<file path="src/rtl/mem_miss_ctrl.sv">
// ============================================================================
// Module   : mem_miss_ctrl
// Purpose  : Arbitrates I-cache and D-cache misses onto one unified memory
//            port. Dirty victims are written back before the D fill. A wait
//            timeout drops the controller into a sticky error state.
// Options  : MISS_CNT_EN adds saturating miss/writeback event counters.
// Revision : 1.0 - initial release
// ============================================================================
`default_nettype none

module mem_miss_ctrl #(
  parameter int ADDR_W   = 14,
  parameter int LINE_W   = 64,
  parameter int MAX_WAIT = 255
) (
  input  logic              clk,
  input  logic              rst,
  input  logic              i_hit,
  input  logic [ADDR_W-1:0] i_addr,
  input  logic              d_req,
  input  logic              d_hit,
  input  logic              d_dirty,
  input  logic [ADDR_W-1:0] d_addr,
  input  logic [ADDR_W-1:0] d_victim_addr,
  input  logic              mem_rdy,
  output logic              mem_re,
  output logic              mem_we,
  output logic [ADDR_W-1:0] mem_addr,
  output logic              i_fill,
  output logic              d_fill,
  output logic              stall,
`ifdef MISS_CNT_EN
  output logic [15:0]       i_miss_cnt,
  output logic [15:0]       d_miss_cnt,
  output logic [15:0]       wb_cnt,
`endif
  output logic              timeout
);

  localparam int CNT_W = $clog2(MAX_WAIT + 1);
  localparam logic [CNT_W-1:0] WAIT_LAST = CNT_W'(MAX_WAIT - 1);

  // The line datapath lives in the caches; the width is only sanity-checked.
  if ((LINE_W % 16) != 0) begin : g_line_w_chk
    $error("LINE_W must be a multiple of 16");
  end

  typedef enum logic [2:0] {
    S_IDLE  = 3'd0,
    S_WB    = 3'd1,
    S_DFILL = 3'd2,
    S_IFILL = 3'd3,
    S_ERR   = 3'd4
  } state_t;

  state_t            state_q, state_d;
  logic [CNT_W-1:0]  wait_q, wait_d;
  logic [ADDR_W-1:0] addr_q, addr_d;
  logic              d_miss, i_miss;

  assign d_miss = d_req & ~d_hit;
  assign i_miss = ~i_hit;

  // Next-state, wait counter and captured request address.
  always_comb begin
    state_d = state_q;
    wait_d  = wait_q;
    addr_d  = addr_q;
    case (state_q)
      S_IDLE: begin
        // D misses win; a simultaneous I miss is re-seen after the D fill.
        if (d_miss && d_dirty) begin
          state_d = S_WB;
          addr_d  = d_victim_addr;
          wait_d  = '0;
        end else if (d_miss) begin
          state_d = S_DFILL;
          addr_d  = d_addr;
          wait_d  = '0;
        end else if (i_miss) begin
          state_d = S_IFILL;
          addr_d  = i_addr;
          wait_d  = '0;
        end
      end
      S_WB, S_DFILL, S_IFILL: begin
        if (mem_rdy) begin
          wait_d = '0;
          if (state_q == S_WB) begin
            state_d = S_DFILL;
            addr_d  = d_addr;
          end else begin
            // Always pass through IDLE so the fresh fill is seen as a hit.
            state_d = S_IDLE;
          end
        end else if (wait_q == WAIT_LAST) begin
          state_d = S_ERR;
        end else begin
          wait_d = wait_q + 1'b1;
        end
      end
      S_ERR:   state_d = S_ERR;
      default: state_d = S_IDLE;
    endcase
  end

  // State, counter and address registers.
  always_ff @(posedge clk) begin
    if (rst) begin
      state_q <= S_IDLE;
      wait_q  <= '0;
      addr_q  <= '0;
    end else begin
      state_q <= state_d;
      wait_q  <= wait_d;
      addr_q  <= addr_d;
    end
  end

  assign mem_we   = (state_q == S_WB);
  assign mem_re   = (state_q == S_DFILL) || (state_q == S_IFILL);
  assign mem_addr = addr_q;
  // A reset in the completion cycle abandons the fill.
  assign d_fill   = (state_q == S_DFILL) && mem_rdy && !rst;
  assign i_fill   = (state_q == S_IFILL) && mem_rdy && !rst;
  assign timeout  = (state_q == S_ERR);
  assign stall    = (state_q != S_IDLE) || d_miss || i_miss;

`ifdef MISS_CNT_EN
  logic [15:0] i_miss_cnt_q, i_miss_cnt_d;
  logic [15:0] d_miss_cnt_q, d_miss_cnt_d;
  logic [15:0] wb_cnt_q, wb_cnt_d;

  // Count state entries, saturating at all-ones.
  always_comb begin
    i_miss_cnt_d = i_miss_cnt_q;
    d_miss_cnt_d = d_miss_cnt_q;
    wb_cnt_d     = wb_cnt_q;
    if (state_d == S_IFILL && state_q != S_IFILL && i_miss_cnt_q != 16'hFFFF)
      i_miss_cnt_d = i_miss_cnt_q + 16'd1;
    if (state_d == S_DFILL && state_q != S_DFILL && d_miss_cnt_q != 16'hFFFF)
      d_miss_cnt_d = d_miss_cnt_q + 16'd1;
    if (state_d == S_WB && state_q != S_WB && wb_cnt_q != 16'hFFFF)
      wb_cnt_d = wb_cnt_q + 16'd1;
  end

  // Event counter registers.
  always_ff @(posedge clk) begin
    if (rst) begin
      i_miss_cnt_q <= '0;
      d_miss_cnt_q <= '0;
      wb_cnt_q     <= '0;
    end else begin
      i_miss_cnt_q <= i_miss_cnt_d;
      d_miss_cnt_q <= d_miss_cnt_d;
      wb_cnt_q     <= wb_cnt_d;
    end
  end

  assign i_miss_cnt = i_miss_cnt_q;
  assign d_miss_cnt = d_miss_cnt_q;
  assign wb_cnt     = wb_cnt_q;
`endif

endmodule

`default_nettype wire

</file>
<file path="config.mk">
export PLATFORM = sky130hd
export DESIGN_NAME = mem_miss_ctrl
export DESIGN_NICKNAME = d
export VERILOG_FILES = /design/src/rtl/mem_miss_ctrl.sv
export SDC_FILE = /design/constraint.sdc
export NUM_CORES = 1
export LEC_CHECK = 0
export ABC_AREA = 1
export CELL_PAD_IN_SITES_DETAIL_PLACEMENT = 1
export CELL_PAD_IN_SITES_GLOBAL_PLACEMENT = 2
export CORE_UTILIZATION = 22
export DETAILED_ROUTE_END_ITERATION = 16
export PLACE_DENSITY = 0.85
export RECOVER_POWER = 25
export SYNTH_ARGS = -nofsm -noshare
export SYNTH_HDL_FRONTEND = slang
export SYNTH_SLANG_ARGS = --single-unit
export TNS_END_PERCENT = 100
</file>
<file path="constraint.sdc">
create_clock -name clk -period 4.01 [get_ports clk]
set_clock_uncertainty 0.2 [all_clocks]
set_input_delay 0.6015 -clock clk [delete_from_list [all_inputs] [get_ports clk]]
set_output_delay 0.6015 -clock clk [all_outputs]
set_load 0.01 [all_outputs]
</file>
==> impl_metrics.xml <==
<?xml version="1.0" encoding="UTF-8"?>
<metrics>
  <group name="run_status">
    <metric name="status" unit="">finished clean</metric>
  </group>
  <group name="clocking">
    <metric name="cts_post_setup_buffers_inserted" unit="">0</metric>
    <metric name="cts_htree_levels" unit="">1</metric>
    <metric name="clk_path_buf_depth" unit="">2</metric>
    <metric name="clkLatencyLatePin" unit="ns">0.28</metric>
    <metric name="cts.repair.resized" unit="">0</metric>
    <metric name="hold_buffers" unit="">0</metric>
    <metric name="clk_pin_slew" unit="ns">0.10</metric>
    <metric name="cts.root.buffer_cell" unit="">clkbuf_8</metric>
    <metric name="tritoncts" unit="">yes</metric>
    <metric name="tritoncts_num_sinks" unit="">25</metric>
    <metric name="tritoncts.num_buffers" unit="">3</metric>
  </group>
  <group name="pwr">
    <metric name="power_density" unit="nW/um^2">529</metric>
    <metric name="vdd_ir_drop_max" unit="uV">262</metric>
    <metric name="p_leak" unit="nW">1.21</metric>
  </group>
  <group name="critical_path">
    <metric name="worst_r2r_startpoint" unit="">state_q[0]</metric>
    <metric name="r2r_slack" unit="ns">1.93</metric>
    <metric name="timing_worst_setup_path_type" unit="">input port to primary output</metric>
    <metric name="setup.worst_path.start_class" unit="">input port</metric>
    <metric name="cp_max_fo" unit="">16</metric>
    <metric name="worst_path_largest_cell_delay" unit="ns">0.48</metric>
    <metric name="top_family_by_delay_on_critical_path" unit="">buffers and inverters</metric>
    <metric name="timing.reg2reg.worst_path_depth" unit="">8</metric>
    <metric name="critPathArrivalTime" unit="ns">2.20</metric>
    <metric name="crit_buf_inv" unit="">5</metric>
    <metric name="timing.rr.end" unit="">mem_addr[3]</metric>
    <metric name="cpMaxStageDelayCell" unit="">clkdlybuf4s50_1</metric>
    <metric name="crit_chain" unit="">clkdlybuf4s50_1 -&gt; inv_1 -&gt; nand2_1 -&gt; buf_4 -&gt; nand2_1 -&gt; nor2_2 -&gt; inv_1 -&gt; clkdlybuf4s50_1</metric>
    <metric name="setup.worst_path.end_class" unit="">primary output</metric>
    <metric name="required" unit="ns">3.21</metric>
  </group>
  <group name="floorplan">
    <metric name="chipWidth" unit="um">89.5</metric>
    <metric name="initial_utilization" unit="%">23.0</metric>
    <metric name="placement_rows" unit="">31</metric>
    <metric name="fp.dieArea" unit="um^2">8010</metric>
    <metric name="core" unit="um^2">7330</metric>
    <metric name="floorplan.die.height" unit="um">89.5</metric>
    <metric name="pin_count" unit="">69</metric>
  </group>
  <group name="layout">
    <metric name="areaGrowthSynthToFinish" unit="%">48.0</metric>
    <metric name="final_cell_area" unit="um^2">2490</metric>
    <metric name="num-nets-final" unit="">420</metric>
    <metric name="drive_above_1_share" unit="%">4.35</metric>
    <metric name="diodes" unit="">0</metric>
  </group>
  <group name="sta">
    <metric name="achievable-frequency" unit="MHz">333</metric>
    <metric name="final_hold_viol_count" unit="">0</metric>
    <metric name="finalWorstPathRequiredPeriod" unit="ns">3.00</metric>
    <metric name="timing.final.crit_share" unit="%">74.8</metric>
    <metric name="finalSetupTns" unit="ns">0</metric>
    <metric name="timing.final.max_slew_violations" unit="">0</metric>
    <metric name="final_critical_path_setup_slack" unit="ns">1.01</metric>
    <metric name="grt_setup_unrepaired" unit="">false</metric>
    <metric name="tightestPinTransition" unit="ns">0.997</metric>
    <metric name="max-slew-margin-rel" unit="%">33.3</metric>
    <metric name="final-setup-viol-count" unit="">0</metric>
  </group>
  <group name="drt">
    <metric name="via_count" unit="">2001</metric>
    <metric name="drt_drc_violations_left" unit="">0</metric>
    <metric name="ant_nets" unit="">0</metric>
    <metric name="dr.first_iter.drc_count" unit="">42</metric>
    <metric name="drt-total-wl" unit="mm">5.71</metric>
    <metric name="drt-pass1-iter-count" unit="">4</metric>
    <metric name="post_drt_wl_per_cell" unit="um">12.2</metric>
    <metric name="post_drt_via_cell_ratio" unit="">4.28</metric>
  </group>
  <group name="synth">
    <metric name="synthTopCellsByCount" unit="">nand2_1, nor2_1, inv_1</metric>
    <metric name="post_synth_main_area_contributors" unit="">nand2_1, dfxtp_1, nor2_1, nand3_1, inv_1</metric>
    <metric name="synth_enable_flop_cells" unit="">0</metric>
    <metric name="ys_types" unit="">22</metric>
    <metric name="synth_top_area_share" unit="%">30.3</metric>
    <metric name="synthArstFlopShare" unit="%">0</metric>
    <metric name="synth_most_common_cell" unit="">nand2_1</metric>
    <metric name="synthesis.area_per_instance" unit="um^2">5.54</metric>
    <metric name="ffs_latches_synth" unit="">25</metric>
    <metric name="synthesis.yosys.warnings" unit="">0</metric>
    <metric name="synth.net_count" unit="">355</metric>
    <metric name="syn-cell-area" unit="um^2">1690</metric>
    <metric name="synth_cells" unit="">304</metric>
    <metric name="library_cell_occupying_the_most_area_in_the_post_synthesis_netlist" unit="">nand2_1</metric>
    <metric name="synth_top_flop_cell" unit="">dfxtp_1</metric>
    <metric name="synth_seq_area_share" unit="%">29.7</metric>
  </group>
  <group name="placed_design">
    <metric name="finalWeightedCongestion" unit="">0.778</metric>
    <metric name="placed_area" unit="um^2">2450</metric>
    <metric name="port-buffer-count" unit="">68</metric>
    <metric name="hpwlAfterDp" unit="mm">4.32</metric>
    <metric name="dpl_worst_slack" unit="ns">1.01</metric>
  </group>
  <group name="hold_path">
    <metric name="whs_endpoint" unit="">wait_q[6]</metric>
    <metric name="number_of_cells_on_the_worst_hold_path" unit="">2</metric>
    <metric name="hp-class" unit="">flop to flop</metric>
    <metric name="hold_path_startpoint" unit="">wait_q[6]</metric>
  </group>
  <group name="global_routing">
    <metric name="grt_first_pass_wirelength" unit="mm">9.32</metric>
    <metric name="total_grt_overflow" unit="">0</metric>
    <metric name="number_of_antenna_violations_at_the_first_check_in_global_routing" unit="">0</metric>
    <metric name="via_count_of_the_first_global_routing_pass" unit="">1939</metric>
    <metric name="grt_start_max_net_pins" unit="">29</metric>
    <metric name="grt_usage" unit="%">15.1</metric>
  </group>
  <group name="job">
    <metric name="number_of_violations_of_the_max_capacitance_limit" unit="">0</metric>
  </group>
</metrics>
metal layers:
metal,wire length (um),GRT usage [%],vias up
li1,-,-,1051
met1,2760,19.0,901
met2,2570,26.7,47
met3,355,3.32,2
met4,24,2.60,0
met5,0,0,-
metrics by stage:
step,cells,hold WS (ns),total power (W),utilization (%)
3_3_place_gp,463,0.280,0.00119,33.4
2_1_floorplan,304,0.252,0.000905,-
3_5_place_dp,463,0.281,0.00120,33.4
6_report,467,0.296,0.00132,34.0
4_1_cts,467,0.297,0.00137,34.0
5_1_grt,467,0.335,0.00147,34.0
cell type report:
class                   instances  area (um^2)
multi-input cells             236         1010
flip-flops and latches         25          500
well taps                      99          124
repair buffers                 69          688
inverters                      34          128
clock buffers                   4         45.0
fillers                       966         4840
worst register-to-register path: cells and delay by family, from the launching register on:
family / cells / cell delay [ns]
AND/OR/NAND/NOR: 7 / 1.29
flip-flops: 1 / 0.33
buffers and inverters: 1 / 0.14
registers in the layout, summed over array words and instances, names as in the netlist:
name	count
state_q	3
wait_q	8
mem_addr	14
cells in the final DEF (no fill, tap or decap):
cell type,netlist,layout
nand3_1,28,28
clkdlybuf4s50_1,0,57
inv_2,3,3
inv_1,30,30
clkinv_1,1,1
o21ai_0,3,3
nand3_2,1,1
ha_1,2,2
dlygate4sd3_1,0,11
nand4_1,2,2
nor2_1,44,44
a21oi_1,8,8
clkbuf_1,5,1
nor3_1,4,4
nand3_4,1,1
nor2_2,1,1
clkbuf_8,0,3
nand2_1,136,136
nand2_2,2,2
buf_4,1,1
or2_2,2,2
dfxtp_1,25,25
nor2_4,2,2
how the worst max path moves through the flow:
stage	from	to	depth (start not counted)
6_report	d_hit	stall	8
5_1_grt	d_hit	stall	8
4_1_cts	d_hit	stall	8
3_5_place_dp	d_hit	stall	8
3_3_place_gp	d_hit	stall	8
2_1_floorplan	rst	d_fill	2
cell families after synthesis:
| logic type | Yosys count | synth area share [%] |
|---|---|---|
| flops | 25 | 29.7 |
| fa+ha+maj | 2 | 1.48 |
| buf+inv | 43 | 10.4 |
| simple gates | 223 | 55.2 |
| compound gates | 11 | 3.27 |
power by group:
group	switching [W]	internal (W)	leakage, nW
clock network	0.0000899	0.0000714	0.0228
logic	0.000495	0.000307	0.979
registers	0.0000387	0.000318	0.206
No activity file was read; power rests on OpenSTA's default activity.
